--- config.mk ---
export PLATFORM = sky130hd
export DESIGN_NAME = dma_fsm
export DESIGN_NICKNAME = d
export VERILOG_FILES = /design/src/rtl/dma_utils_pkg.sv /design/src/rtl/dma_desc_sel.sv /design/src/rtl/dma_fsm.sv
export SDC_FILE = /design/constraint.sdc
export NUM_CORES = 1
export LEC_CHECK = 0
export CORE_AREA = 2 2 133 135
export DETAILED_ROUTE_END_ITERATION = 10
export DIE_AREA = 0 0 135 137
export GPL_ROUTABILITY_DRIVEN = 1
export PLACE_DENSITY = 0.48
export SLEW_MARGIN = 20
export SYNTH_ARGS = -nofsm -noshare
export SYNTH_HDL_FRONTEND = slang
export SYNTH_SLANG_ARGS = --single-unit
--- constraint.sdc ---
create_clock -name clk -period 5.26 [get_ports clk]
set_input_delay 0.526 -clock clk [delete_from_list [all_inputs] [get_ports clk]]
set_output_delay 0.526 -clock clk [all_outputs]
set_load 0.005 [all_outputs]
--- src/rtl/dma_utils_pkg.sv ---
// Shared DMA types: descriptor layout, streamer handshakes, status word and
// the descriptor-sequencer state encoding.
`ifndef DMA_NUM_DESC
`define DMA_NUM_DESC 4
`endif

package dma_utils_pkg;
  localparam int NUM_DESC     = `DMA_NUM_DESC;
  localparam int DESC_IDX_W   = $clog2(NUM_DESC);
  // One extra bit so that "last index + 1" is representable and never wraps.
  localparam int DESC_START_W = DESC_IDX_W + 1;

  typedef logic [DESC_IDX_W-1:0]   desc_idx_t;
  typedef logic [DESC_START_W-1:0] desc_start_t;

  typedef enum logic [2:0] {
    IDLE,
    ISSUE,
    WAIT,
    NEXT,
    ABORT,
    DONE
  } dma_fsm_st_t;

  typedef struct packed {
    logic [31:0] src_addr;
    logic [31:0] dst_addr;
    logic [15:0] num_bytes;
    logic        enable;
  } s_dma_desc_t;

  typedef struct packed {
    logic      valid;
    desc_idx_t idx;
  } s_dma_str_in_t;

  typedef struct packed {
    logic done;
  } s_dma_str_out_t;

  typedef struct packed {
    logic      busy;
    logic      done;
    logic      error;
    logic      aborted;
    desc_idx_t err_idx;
  } s_dma_status_t;

  function automatic logic desc_eligible(input s_dma_desc_t d);
    return d.enable && (d.num_bytes != '0);
  endfunction
endpackage

--- src/rtl/dma_desc_sel.sv ---
// Priority encoder: lowest eligible descriptor index at or above start.
module dma_desc_sel
  import dma_utils_pkg::*;
(
  input  logic [NUM_DESC-1:0] eligible,
  input  desc_start_t         start,
  output logic                found,
  output desc_idx_t           idx
);
  always_comb begin
    found = 1'b0;
    idx   = '0;
    // Scan downwards so the lowest matching index is the one left standing.
    for (int i = NUM_DESC - 1; i >= 0; i--) begin
      if (eligible[i] && (desc_start_t'(i) >= start)) begin
        found = 1'b1;
        idx   = desc_idx_t'(i);
      end
    end
  end
endmodule

--- src/rtl/dma_fsm.sv ---
// Descriptor sequencer: walks the table, launches read/write streamers per
// eligible descriptor and reports done/abort/error status to the CSRs.
module dma_fsm
  import dma_utils_pkg::*;
(
  input  logic                               clk,
  input  logic                               rst,
  input  logic                               dma_go_i,
  input  logic                               dma_abort_i,
  input  s_dma_desc_t [`DMA_NUM_DESC-1:0]    dma_desc_i,
  input  logic                               dma_axi_err_i,
  output s_dma_str_in_t                      dma_stream_rd_o,
  output s_dma_str_in_t                      dma_stream_wr_o,
  input  s_dma_str_out_t                     dma_stream_rd_i,
  input  s_dma_str_out_t                     dma_stream_wr_i,
  output s_dma_status_t                      dma_status_o,
  output logic                               dma_done_o
);
  dma_fsm_st_t         state_ff;
  desc_idx_t           cur_idx_ff;
  logic                rd_seen_ff;
  logic                wr_seen_ff;
  logic                issue_ff;
  logic                done_ff;
  s_dma_status_t       status_ff;

  logic [NUM_DESC-1:0] eligible;
  logic                first_found;
  logic                next_found;
  desc_idx_t           first_idx;
  desc_idx_t           next_idx;
  desc_start_t         next_start;
  logic                rd_seen;
  logic                wr_seen;

  always_comb begin
    eligible = '0;
    for (int i = 0; i < NUM_DESC; i++) begin
      eligible[i] = desc_eligible(dma_desc_i[i]);
    end
  end

  assign next_start = desc_start_t'(cur_idx_ff) + desc_start_t'(1);

  dma_desc_sel u_sel_first (
    .eligible (eligible),
    .start    ('0),
    .found    (first_found),
    .idx      (first_idx)
  );

  dma_desc_sel u_sel_next (
    .eligible (eligible),
    .start    (next_start),
    .found    (next_found),
    .idx      (next_idx)
  );

  // A done pulse in the current cycle counts immediately so none is lost.
  assign rd_seen = rd_seen_ff | dma_stream_rd_i.done;
  assign wr_seen = wr_seen_ff | dma_stream_wr_i.done;

  always_ff @(posedge clk) begin
    if (rst) begin
      state_ff   <= IDLE;
      cur_idx_ff <= '0;
      rd_seen_ff <= 1'b0;
      wr_seen_ff <= 1'b0;
      issue_ff   <= 1'b0;
      done_ff    <= 1'b0;
      status_ff  <= '0;
    end else begin
      issue_ff <= 1'b0;
      done_ff  <= 1'b0;

      if ((state_ff inside {ISSUE, WAIT, ABORT}) && dma_axi_err_i && !status_ff.error) begin
        status_ff.error   <= 1'b1;
        status_ff.err_idx <= cur_idx_ff;
      end

      case (state_ff)
        IDLE: begin
          if (dma_go_i) begin
            status_ff <= '0;
            if (first_found) begin
              cur_idx_ff     <= first_idx;
              status_ff.busy <= 1'b1;
              issue_ff       <= 1'b1;
              state_ff       <= ISSUE;
            end else begin
              state_ff <= DONE;
            end
          end
        end
        ISSUE: begin
          rd_seen_ff <= 1'b0;
          wr_seen_ff <= 1'b0;
          if (dma_abort_i) begin
            status_ff.aborted <= 1'b1;
            state_ff          <= ABORT;
          end else begin
            state_ff <= WAIT;
          end
        end
        WAIT: begin
          rd_seen_ff <= rd_seen;
          wr_seen_ff <= wr_seen;
          if (dma_abort_i) begin
            status_ff.aborted <= 1'b1;
            state_ff          <= ABORT;
          end else if (rd_seen && wr_seen) begin
            state_ff <= NEXT;
          end
        end
        NEXT: begin
          if (dma_abort_i) begin
            status_ff.aborted <= 1'b1;
            state_ff          <= DONE;
          end else if (status_ff.error) begin
            state_ff <= DONE;
          end else if (next_found) begin
            cur_idx_ff <= next_idx;
            issue_ff   <= 1'b1;
            state_ff   <= ISSUE;
          end else begin
            state_ff <= DONE;
          end
        end
        ABORT: begin
          // Streamers may still be draining a beat; wait for both to finish.
          rd_seen_ff <= rd_seen;
          wr_seen_ff <= wr_seen;
          if (rd_seen && wr_seen) begin
            state_ff <= DONE;
          end
        end
        DONE: begin
          done_ff        <= 1'b1;
          status_ff.done <= 1'b1;
          status_ff.busy <= 1'b0;
          state_ff       <= IDLE;
        end
        default: state_ff <= IDLE;
      endcase
    end
  end

  assign dma_stream_rd_o.valid = issue_ff;
  assign dma_stream_rd_o.idx   = cur_idx_ff;
  assign dma_stream_wr_o.valid = issue_ff;
  assign dma_stream_wr_o.idx   = cur_idx_ff;
  assign dma_status_o          = status_ff;
  assign dma_done_o            = done_ff;
endmodule

# ---- Word-level counts from Yosys, hierarchy flattened
# Cells that the tools add are included.
dict set report op_classes {
  n_addsub 1
  magnitude_cmp 4
  eq_ne 13
  muxes 49
  bitwise_logic 2
  reduce_logical 28
}
# operator count
set op_table {}
lappend op_table {{16-bit nonzero test} 4}
lappend op_table {{2-bit 2-to-1 mux} 15}
lappend op_table {{3-bit 2-to-1 mux} 9}
lappend op_table {{1-bit 2-to-1 mux} 17}
lappend op_table {{3-bit one-hot mux with 5 select lines} 1}
lappend op_table {{1-bit logical AND} 11}
lappend op_table {{2-bit inequality test (second input constant)} 5}
lappend op_table {{1-bit one-hot mux with 2 select lines} 4}
lappend op_table {{2-bit one-hot mux with 2 select lines} 2}
lappend op_table {{2-bit nonzero test} 4}
lappend op_table {{3-bit by 2-bit equality test with 1-bit output (second input constant)} 2}
lappend op_table {{3-bit equality test (second input constant)} 2}
lappend op_table {{1-bit by 3-bit greater-or-equal comparator with 1-bit output (first input constant)} 2}
lappend op_table {{2-bit by 3-bit greater-or-equal comparator with 1-bit output (first input constant)} 2}
lappend op_table {{6-bit 2-to-1 mux} 1}
lappend op_table {{3-bit AND reduction} 2}
lappend op_table {{6-bit AND reduction} 1}
lappend op_table {{2-bit by 1-bit inequality test with 1-bit output (second input constant)} 2}
lappend op_table {{2-bit by 1-bit adder with 3-bit output (second input constant)} 1}
lappend op_table {{3-bit by 1-bit equality test with 1-bit output (second input constant)} 1}
lappend op_table {{3-bit zero test} 1}
lappend op_table {{3-bit by 2-bit inequality test with 1-bit output (second input constant)} 1}
lappend op_table {{3-bit nonzero test} 1}
lappend op_table {{3-bit OR reduction} 1}
lappend op_table {{4 further kinds} 5}
dict set report totals {
  reg_bits 15
  in_bits 331
  word_cells 108
}

# ---- Longest topological paths before layout
# Gate-level depths: netlist of the first run.
dict set report depth {
  depth_word 11
  ltp_mapped 7
  mapped_depth_nobuf 6
}

# ---- Hierarchy
# From an unflattened synthesis of the first run, not the netlist that was laid out.
dict set report hier_totals {
  hier_cells 139
  hier_area_um2 1118.6
}
# module instances cells_each area_each_um2 seq_area_each_um2
set modules_own_cells {}
lappend modules_own_cells {dma_fsm 1 117 983.4 300.3}
lappend modules_own_cells {dma_desc_sel 2 11 67.6 0.0}

# ---- Least setup slack after synthesis of the first run
# No wires, ideal clock.
dict set report synth_path {
  path_type {input-to-reg}
  startpoint {in dma_desc_i[91] (netlist bit)}
  endpoint {reg issue_ff}
  arrival_ns 2.158
  path_slack_ns 2.987
  cell_stages 6
  cell_sequence {or4_4 > o41a_1 > a32o_1 > a21oi_4 > o21bai_4 > and2_1}
}
dict set report synth_between {
  elab_chain_len 9
}
# element line
set synth_rtl {}
lappend synth_rtl {{start: declaration} dma_fsm.sv:10} ;# input s_dma_desc_t [`DMA_NUM_DESC-1:0] dma_desc_i,
lappend synth_rtl {{16-bit nonzero test (*)} dma_utils_pkg.sv:50} ;# return d.enable && (d.num_bytes != '0);
lappend synth_rtl {{1-bit logical AND (*)} dma_utils_pkg.sv:50}
lappend synth_rtl {{1-bit logical AND} dma_desc_sel.sv:15} ;# if (eligible[i] && (desc_start_t'(i) >= start)) begin
lappend synth_rtl {{1-bit 2-to-1 mux (2 in series)} dma_desc_sel.sv:15}
lappend synth_rtl {{1-bit 2-to-1 mux} dma_fsm.sv:121} ;# end else if (next_found) begin
lappend synth_rtl {{1-bit 2-to-1 mux} dma_fsm.sv:119} ;# end else if (status_ff.error) begin
lappend synth_rtl {{1-bit 2-to-1 mux} dma_fsm.sv:116} ;# if (dma_abort_i) begin
lappend synth_rtl {{1-bit one-hot mux with 2 select lines (*)} dma_fsm.sv:81} ;# case (state_ff)
lappend synth_rtl {{end signal: assignment} dma_fsm.sv:73} ;# issue_ff <= 1'b0;
lappend synth_rtl {{end signal: assignment} dma_fsm.sv:88} ;# issue_ff <= 1'b1;
lappend synth_rtl {{end signal: assignment} dma_fsm.sv:123} ;# issue_ff <= 1'b1;
lappend synth_rtl {{end: declaration} dma_fsm.sv:23} ;# logic issue_ff;
# Every way passes the cells marked *; elsewhere a longest branch is shown, timed or not.
# A chain may end at the register's enable or synchronous reset.

# ---- Final worst setup path of the first run
# Same ends and word-level chain as after synthesis.

==> flow_metrics.tcl, run 1 <==
set metrics [dict create \
    clk-insertion-delay-late_ns 0.24 \
    via_count 1348 \
    p_sw_share_pct 25.2 \
    grt_usage_pct 4.80 \
    fin_ws_ns 2.53 \
    design.core.area_um2 17100 \
    cts_sinks 15 \
    drtIter0Drc 97 \
    r2r_slack_ns 3.57 \
    fp.dieW_um 135 \
    crit_path_max_fanout 4 \
    routedWlPerCell_um 10.6 \
    clk_pin_slew_ns 0.05 \
    setup_tns_ns 0 \
    rows 48 \
    dpl.hpwl_um 4060 \
    drtAntennaViolNets 0 \
    first_global_vias 1306 \
    hold_path.class "reg -> reg" \
    power_density_nw_per_um2 179 \
    area_growth_pct 108 \
    max_freq_mhz 366 \
    antenna_cells 0 \
    postCtsSetupBuffers 0 \
    syn_nets 462 \
    min_from "dma_status_o[4]$_SDFFE_PP0P_" \
    io_pins 344 \
    finalNetCount 546 \
    synth_area_leader_cell "dfxtp_1" \
    grt_max_degree 18 \
    ys_seq_elements 15 \
    numPortBuffers 87 \
    total_power_w 0.000411 \
    min_path_cells 2 \
    p_int_w 0.000307 \
    die-area_um2 18500 \
    pre_cts_slack_ns 2.23 \
    drc_errors 0 \
    cts_tree "built" \
    r2r-end "cur_idx_ff[1]$_SDFFE_PP0P_" \
    nFillCells 1957 \
    setup_viol 0 \
    power_frac_seq_pct 32.3 \
    peakVddDrop_mv 0.111 \
    power.switching_w 0.000104 \
    finalCritPeriodShare_pct 52.0 \
    htree_num_levels 1 \
    grt_pass1_wl_um 6820 \
    syn_avg_cell_area_um2 8.41 \
    design_area_um2 2290 \
    yosys_warnings 0 \
    r2r_cells 5 \
    skew_ns 0.00314 \
    wl_um 4660 \
    cp-endpoint "issue_ff$_SDFF_PP0_" \
    final_common_cell "clkdlybuf4s50_1" \
    antenna_found_initial 0 \
    drive_gt1_share_pct 8.88 \
    cts_buffer_depth 2 \
    synth_cells 131 \
    crit_required_ns 5.40 \
    start_kind "input pin" \
    register_area_um2 300 \
    pwr-share-clk_pct 36.5 \
    power_leakage_nw 0.733 \
    rsz0062_at_grt "no" \
    syn-cell-area_um2 1100 \
    worstPathArrival_ns 2.87 \
    hold_violations 0 \
    maxSlewViolCount 0 \
    end_kind "flop" \
    synth_cell_type_count 46 \
    r2r_start "state_ff[0]$_SDFFE_PP0P_" \
    start_util_pct 6.46 \
    clockRootBuffer "clkbuf_16" \
    maxCapViolations 0 \
    netlist.area_leader.share_pct 27.2 \
    ctsHoldBuffers 0 \
    combPwrFrac_pct 31.2 \
    gp_congestion 0.707 \
    worst_pin_slew_ns 0.548 \
    layout_common_cells "clkdlybuf4s50_1 (87), dfxtp_1 (15), nor2_1 (12), a21oi_1 (12), nand2_1 (10)" \
    slew_headroom_pct 63.0 \
    grt.overflow.total 0 \
    fin_crit_ns 2.73 \
    ys_seq_area_share_pct 27.2 \
    cts_buffers 3 \
    crit_path_start "dma_desc_i[91]" \
    synth.area.top_cells "dfxtp_1 (27%), a21oi_1 (5.4%), or4_1 (5.4%), or4_4 (5.1%), nor2_1 (4.1%)" \
    multi_input_area_um2 713 \
    vias_per_cell 3.07 \
    worstSetupPathType "in -> reg" \
    drt_first_pass_iters 4 \
    outcome "completed" \
    postLayoutCoreUtil_pct 13.4 \
    ctsResizeCount 0 \
    postPlaceCellArea_um2 2210 \
    dieHeight_um 137 \
]
-- cells in the mapped netlist, drive strengths merged --
library cell / n
o221a: 1
a41oi: 1
a32o: 1
or2: 1
dfxtp: 15
nand2b: 4
a31oi: 2
nand2: 10
a32oi: 1
xor2: 1
nor3: 6
nor4: 5
a21oi: 13
xnor2: 1
or4: 13
mux2i: 2
nand3: 1
nand4: 1
inv: 7
and2: 1
bufinv: 1
o22a: 1
o211ai: 2
nor2b: 1
a21boi: 3
o21bai: 2
buf: 4
o211a: 1
o22ai: 1
a221oi: 1
o31ai: 1
a311oi: 1
nor3b: 1
o21ai: 4
o41ai: 3
clkbuf: 4
nor2: 12
o41a: 1
-- layout make-up --
class | instances | share of cell area [%]
Timing Repair Buffer | 87 | 38.0
Clock buffer | 3 | 3.28
Clock inverter | 1 | 0.219
Tap cell | 225 | 12.3
Sequential cell | 15 | 13.1
Inverter | 8 | 1.91
Multi-Input combinational cell | 100 | 31.1
-- per-stage QoR --
step	hold slack, ns	instances
after detailed placement	0.463	435
after floorplan	0.454	131
final	0.469	439
after global placement	0.457	435
after CTS	0.471	439
after global routing	0.510	439
-- per-layer routing --
metal	global-route usage, %	vias up	part of all wire (%)
met2	8.07	78	44
met1	6.03	605	43
li1	-	665	-
met5	0	-	0
met3	2.15	0	13
met4	0	0	0
-- power by group through the flow --
stage	clock, W	sequential [W]	combinational (W)
floorplan	0	0.000128	0.0000575
global placement	0	0.000135	0.000129
detailed placement	0	0.000135	0.000130
CTS	0.000154	0.000133	0.000130
global route	0.000161	0.000135	0.000140
finish	0.000150	0.000133	0.000128
-- kinds of logic after synthesis --
logic type             count (synthesis)  share of synthesized area, %
AO/OA/AOI/OAI                         40                          30.2
XOR/XNOR                               2                          1.59
buffers and inverters                 16                          8.06
flip-flops                            15                          27.2
multiplexers                           2                          1.82
AND/OR/NAND/NOR                       56                          31.1
-- worst min-delay path by stage --
stage | end | slack, ns
floorplan | dma_status_o[4]$_SDFFE_PP0P_ | 0.45
global placement | dma_status_o[4]$_SDFFE_PP0P_ | 0.46
detailed placement | dma_status_o[4]$_SDFFE_PP0P_ | 0.46
CTS | dma_status_o[4]$_SDFFE_PP0P_ | 0.47
global route | dma_status_o[4]$_SDFFE_PP0P_ | 0.51
finish | dma_status_o[4]$_SDFFE_PP0P_ | 0.47
-- flip-flops by register name (all words and copies together), names as in the netlist --
register and count:
cur_idx_ff 2, dma_done_o 1, dma_status_o 6, issue_ff 1
rd_seen_ff 1, state_ff 3, wr_seen_ff 1
-- critical path, stage by stage --
cell,delay (ns)
clkdlybuf4s50_1,0.40
or4_4,0.54
o41ai_1,0.59
nand2_1,0.19
o211a_1,0.27
o21bai_4,0.19
and2_1,0.16
Power figures use the tool's default switching activity.
==> run 2, diff against run 1 <==
--- a/config.mk
+++ b/config.mk
@@ -5,9 +5,9 @@
 export SDC_FILE = /design/constraint.sdc
 export NUM_CORES = 1
 export LEC_CHECK = 0
-export CORE_AREA = 2 2 133 135
+export CORE_AREA = 2 2 134 136
 export DETAILED_ROUTE_END_ITERATION = 10
-export DIE_AREA = 0 0 135 137
+export DIE_AREA = 0 0 136 138
 export GPL_ROUTABILITY_DRIVEN = 1
 export PLACE_DENSITY = 0.48
 export SLEW_MARGIN = 20
==> constraint.sdc (replaced) <==
create_clock -name clk -period 2.55 [get_ports clk]
set_input_delay 0.255 -clock clk [delete_from_list [all_inputs] [get_ports clk]]
set_output_delay 0.255 -clock clk [all_outputs]
set_load 0.005 [all_outputs]
==> flow_metrics.tcl, run 2 (synthesis gave the netlist of run 1 again) <==
set metrics [dict create \
    worstPathArrival_ns 2.57 \
    power_density_nw_per_um2 363 \
    drt_first_pass_iters 4 \
    max_freq_mhz 410 \
    slew_headroom_pct 65.5 \
    hold_ws_ns 0.460 \
    met1_length_um 1570 \
    wl_met3_um 498 \
    r2r_slack_ns 0.89 \
    wl_um 4640 \
    cts_tree "built" \
    nFillCells 2025 \
    clk-insertion-delay-late_ns 0.24 \
    cts_sinks 15 \
    first_global_vias 1328 \
    design.core.area_um2 17500 \
    r2r_cells 5 \
    skew_ns 0.00352 \
    layout_common_cells "clkdlybuf4s50_1 (87), dfxtp_1 (15), nor2_1 (12), a21oi_1 (12), nand2_1 (10)" \
    p_sw_share_pct 24.6 \
    rows 49 \
    combPwrFrac_pct 31.6 \
    io_pins 344 \
    gp_congestion 0.739 \
    min_path_cells 2 \
    dpl.hpwl_um 4100 \
    end_kind "flop" \
    p_int_w 0.000638 \
    grt_pass1_wl_um 6620 \
    top_layer "met4" \
    pwr-share-clk_pct 36.2 \
    fin_crit_ns 2.44 \
    largest_reg_flops 6 \
    drtIter0Drc 61 \
    dieHeight_um 138 \
    max_stage_delay_ns 0.53 \
    multi_input_area_um2 713 \
    maxSlewViolCount 0 \
    ctsResizeCount 0 \
    power_leakage_nw 0.756 \
    clockRootBuffer "clkbuf_16" \
    power.switching_w 0.000209 \
    final_cell_count_no_fill 448 \
    numPortBuffers 87 \
    total_power_w 0.000847 \
    fp.dieW_um 136 \
    start_kind "input pin" \
    drc_errors 0 \
    antenna_cells 0 \
    path_cells "clkdlybuf4s50_1, or4_4, o41ai_1, buf_4, nand2_1, o211a_1, o21bai_4, and2_1" \
    grt_max_degree 18 \
    setup_viol 0 \
    via_count 1342 \
    ctsHoldBuffers 0 \
    worst_pin_slew_ns 0.516 \
    antenna_found_initial 1 \
    hold_violations 0 \
    drtAntennaViolNets 0 \
    die-area_um2 18800 \
    vias_per_cell 3.00 \
    place_inst 444 \
    htree_num_levels 1 \
    cts_buffers 3 \
    peakVddDrop_mv 0.185 \
    outcome "completed" \
    start_util_pct 6.29 \
    dr_wl_met2_um 2530 \
    grt_usage_pct 4.57 \
    grt.overflow.total 0 \
    register_area_um2 300 \
    clk_pin_slew_ns 0.05 \
    routedWlPerCell_um 10.4 \
    drive_gt1_share_pct 11.0 \
    crit_path_max_fanout 3 \
    finalNetCount 551 \
    area_growth_pct 112 \
    final_common_cell "clkdlybuf4s50_1" \
    maxCapViolations 0 \
    worstSetupPathType "in -> reg" \
    postCtsSetupBuffers 0 \
    finalCritPeriodShare_pct 95.6 \
    cp_slowest_cell "or4_4" \
    crit_required_ns 2.69 \
    rsz0062_at_grt "no" \
    hold_path.class "reg -> reg" \
    cts_buffer_depth 2 \
    power_frac_seq_pct 32.3 \
]
## run 2: power groups by stage
| stage | clock network [W] | registers [W] | logic [W] |
|---|---|---|---|
| 2_1_floorplan | 0 | 0.000264 | 0.000119 |
| 3_3_place_gp | 0 | 0.000278 | 0.000267 |
| 3_5_place_dp | 0 | 0.000278 | 0.000270 |
| 4_1_cts | 0.000314 | 0.000273 | 0.000272 |
| 5_1_grt | 0.000329 | 0.000277 | 0.000292 |
| 6_report | 0.000306 | 0.000273 | 0.000267 |
## run 2: path summary, 6_finish.rpt
kind | endpoint | startpoint
setup / recovery | issue_ff$_SDFF_PP0_ | dma_desc_i[91]
hold / removal | dma_status_o[4]$_SDFFE_PP0P_ | dma_status_o[4]$_SDFFE_PP0P_
setup reg to reg | cur_idx_ff[1]$_SDFFE_PP0P_ | state_ff[0]$_SDFFE_PP0P_
hold reg to reg | dma_status_o[4]$_SDFFE_PP0P_ | dma_status_o[4]$_SDFFE_PP0P_
## run 2: stage by stage
stage                     cell area, µm²  utilization (%)  setup TNS [ns]  worst slack [ns]
final                               2330             13.3               0             0.113
after global routing                2330             13.3               0            0.0227
after CTS                           2330             13.3               0            0.0701
after detailed placement            2250             12.8          -0.495            -0.173
after global placement              2250             12.8          -0.296            -0.116
after floorplan                     1100                -               0             0.548
## run 2: cell type report
cell class                 instances  share of cell area, %
tap                              229                   12.3
sequential                        15                   12.9
multi-input combinational        100                   30.6
clock inverter                     1                  0.215
timing repair buffer              92                   38.9
inverter                           8                   1.88
clock buffer                       3                   3.22
## run 2: worst max-delay path, delay by kind of cell
kind,cells,cell delay [ns]
AOI/OAI and AO/OA,3,0.96
buffers and inverters,2,0.59
and+or+nand+nor,3,0.77
## run 2: per-layer routing
metal / vias up / global-route usage [%]
met3: 4 / 1.58
met5: - / 0
li1: 674 / -
met2: 56 / 9.39
met1: 608 / 4.17
met4: 0 / 0.987
==> run 3, diff against run 2 <==
==> constraint.sdc (replaced) <==
create_clock -name clk -period 2.8 [get_ports clk]
set_input_delay 0.28 -clock clk [delete_from_list [all_inputs] [get_ports clk]]
set_output_delay 0.28 -clock clk [all_outputs]
set_load 0.005 [all_outputs]
==> flow_metrics.tcl, run 3 (synthesis gave the netlist of run 1 again) <==
set metrics [dict create \
    gp_congestion 0.729 \
    clockRootBuffer "clkbuf_16" \
    finalCritPeriodShare_pct 85.7 \
    via_count 1369 \
    setup_tns_ns 0 \
    die-area_um2 18800 \
    layout_common_cells "clkdlybuf4s50_1 (87), dfxtp_1 (15), nor2_1 (12), a21oi_1 (12), nand2_1 (10)" \
    vias_per_cell 3.06 \
    htree_num_levels 1 \
    routedWlPerCell_um 10.6 \
    clk_pin_slew_ns 0.05 \
    min_from "dma_status_o[4]$_SDFFE_PP0P_" \
    antenna_found_initial 1 \
    final_common_cell "clkdlybuf4s50_1" \
    start_util_pct 6.29 \
    skew_ns 0.00249 \
    nFillCells 2021 \
    fin_crit_ns 2.40 \
    drtAntennaViolNets 0 \
    design.core.area_um2 17500 \
    grt_usage_pct 4.74 \
    rows 49 \
    cts_sinks 15 \
    finalNetCount 550 \
    wl_um 4770 \
    r2r_cells 5 \
    power_leakage_nw 0.749 \
    grt_pass1_wl_um 7000 \
    end_kind "flop" \
    peakVddDrop_mv 0.267 \
    crit_path_max_fanout 3 \
    first_global_vias 1370 \
    crit_required_ns 2.94 \
    max_freq_mhz 417 \
    clk-insertion-delay-late_ns 0.24 \
    design_area_um2 2330 \
    dieHeight_um 138 \
    drc_errors 0 \
    worst_pin_slew_ns 0.529 \
    setup_viol 0 \
    drtIter0Drc 49 \
    slew_headroom_pct 64.7 \
    r2r-end "cur_idx_ff[1]$_SDFFE_PP0P_" \
    cts_buffers 3 \
    drt_first_pass_iters 4 \
    area_growth_pct 111 \
    io_pins 344 \
    min_path_cells 2 \
    worstSetupPathType "in -> reg" \
    rsz0062_at_grt "no" \
    start_kind "input pin" \
    numPortBuffers 87 \
    fp.dieW_um 136 \
    postCtsSetupBuffers 0 \
    postPlaceCellArea_um2 2240 \
    power_density_nw_per_um2 333 \
    outcome "completed" \
    place_inst 443 \
    ctsHoldBuffers 0 \
    crit_path_start "dma_desc_i[91]" \
    grt.overflow.total 0 \
    r2r_slack_ns 1.09 \
    cts_tree "built" \
    largest_reg_flops 6 \
    r2r_start "state_ff[0]$_SDFFE_PP0P_" \
    holdPathEnd "dma_status_o[4]$_SDFFE_PP0P_" \
    dpl.hpwl_um 4180 \
    maxCapViolations 0 \
    hold_path.class "reg -> reg" \
    hold_violations 0 \
    ctsResizeCount 0 \
    cts_buffer_depth 2 \
    grt_max_degree 18 \
    worstPathArrival_ns 2.54 \
    maxSlewViolCount 0 \
    drive_gt1_share_pct 10.1 \
    final_cell_count_no_fill 448 \
]
run 3: how the worst max path moves through the flow:
stage / endpoint / cells past startpoint / slack, ns
floorplan: issue_ff$_SDFF_PP0_ / 6 / 0.77
global placement: issue_ff$_SDFF_PP0_ / 8 / 0.19
detailed placement: issue_ff$_SDFF_PP0_ / 8 / 0.14
CTS: issue_ff$_SDFF_PP0_ / 8 / 0.38
global route: issue_ff$_SDFF_PP0_ / 8 / 0.34
finish: issue_ff$_SDFF_PP0_ / 8 / 0.40
run 3: metal layers:
layer  vias to the layer above  track usage [%]  share of wire [%]
met5                         -                0                  0
met2                        67             8.89                 51
met3                         4             1.25                 11
met4                         0             1.92                3.1
li1                        676                -                  -
met1                       622             4.90                 34
run 3: worst max-delay path: stages:
cell	delay [ns]
clkdlybuf4s50_1	0.40
or4_4	0.53
o41ai_1	0.44
buf_4	0.18
nand2_1	0.09
o211a_1	0.26
o21bai_4	0.19
and2_1	0.16
run 3: area by class of cell:
| class | count | area, µm² | area share, % |
|---|---|---|---|
| Clock buffer | 4 | 78.8 | 3.39 |
| Inverter | 8 | 43.8 | 1.88 |
| Tap cell | 229 | 287 | 12.3 |
| Antenna cell | 1 | 2.50 | 0.108 |
| Multi-Input combinational cell | 100 | 713 | 30.7 |
| Sequential cell | 15 | 300 | 12.9 |
| Timing Repair Buffer | 91 | 901 | 38.7 |
run 3: stage by stage:
| stage | util [%] | hold WS [ns] | setup WS [ns] | power, W |
|---|---|---|---|---|
| after floorplan | - | 0.349 | 0.773 | 0.000348 |
| after global placement | 12.8 | 0.455 | 0.187 | 0.000496 |
| after detailed placement | 12.8 | 0.459 | 0.141 | 0.000500 |
| after CTS | 13.3 | 0.466 | 0.380 | 0.000782 |
| after global routing | 13.3 | 0.512 | 0.336 | 0.000815 |
| final | 13.3 | 0.461 | 0.400 | 0.000773 |
run 3: power breakdown:
part,switching (W),internal (W),total [W]
Clock,0.0000864,0.000193,0.000279
Combinational,0.0000819,0.000163,0.000245
Sequential,0.0000226,0.000227,0.000250
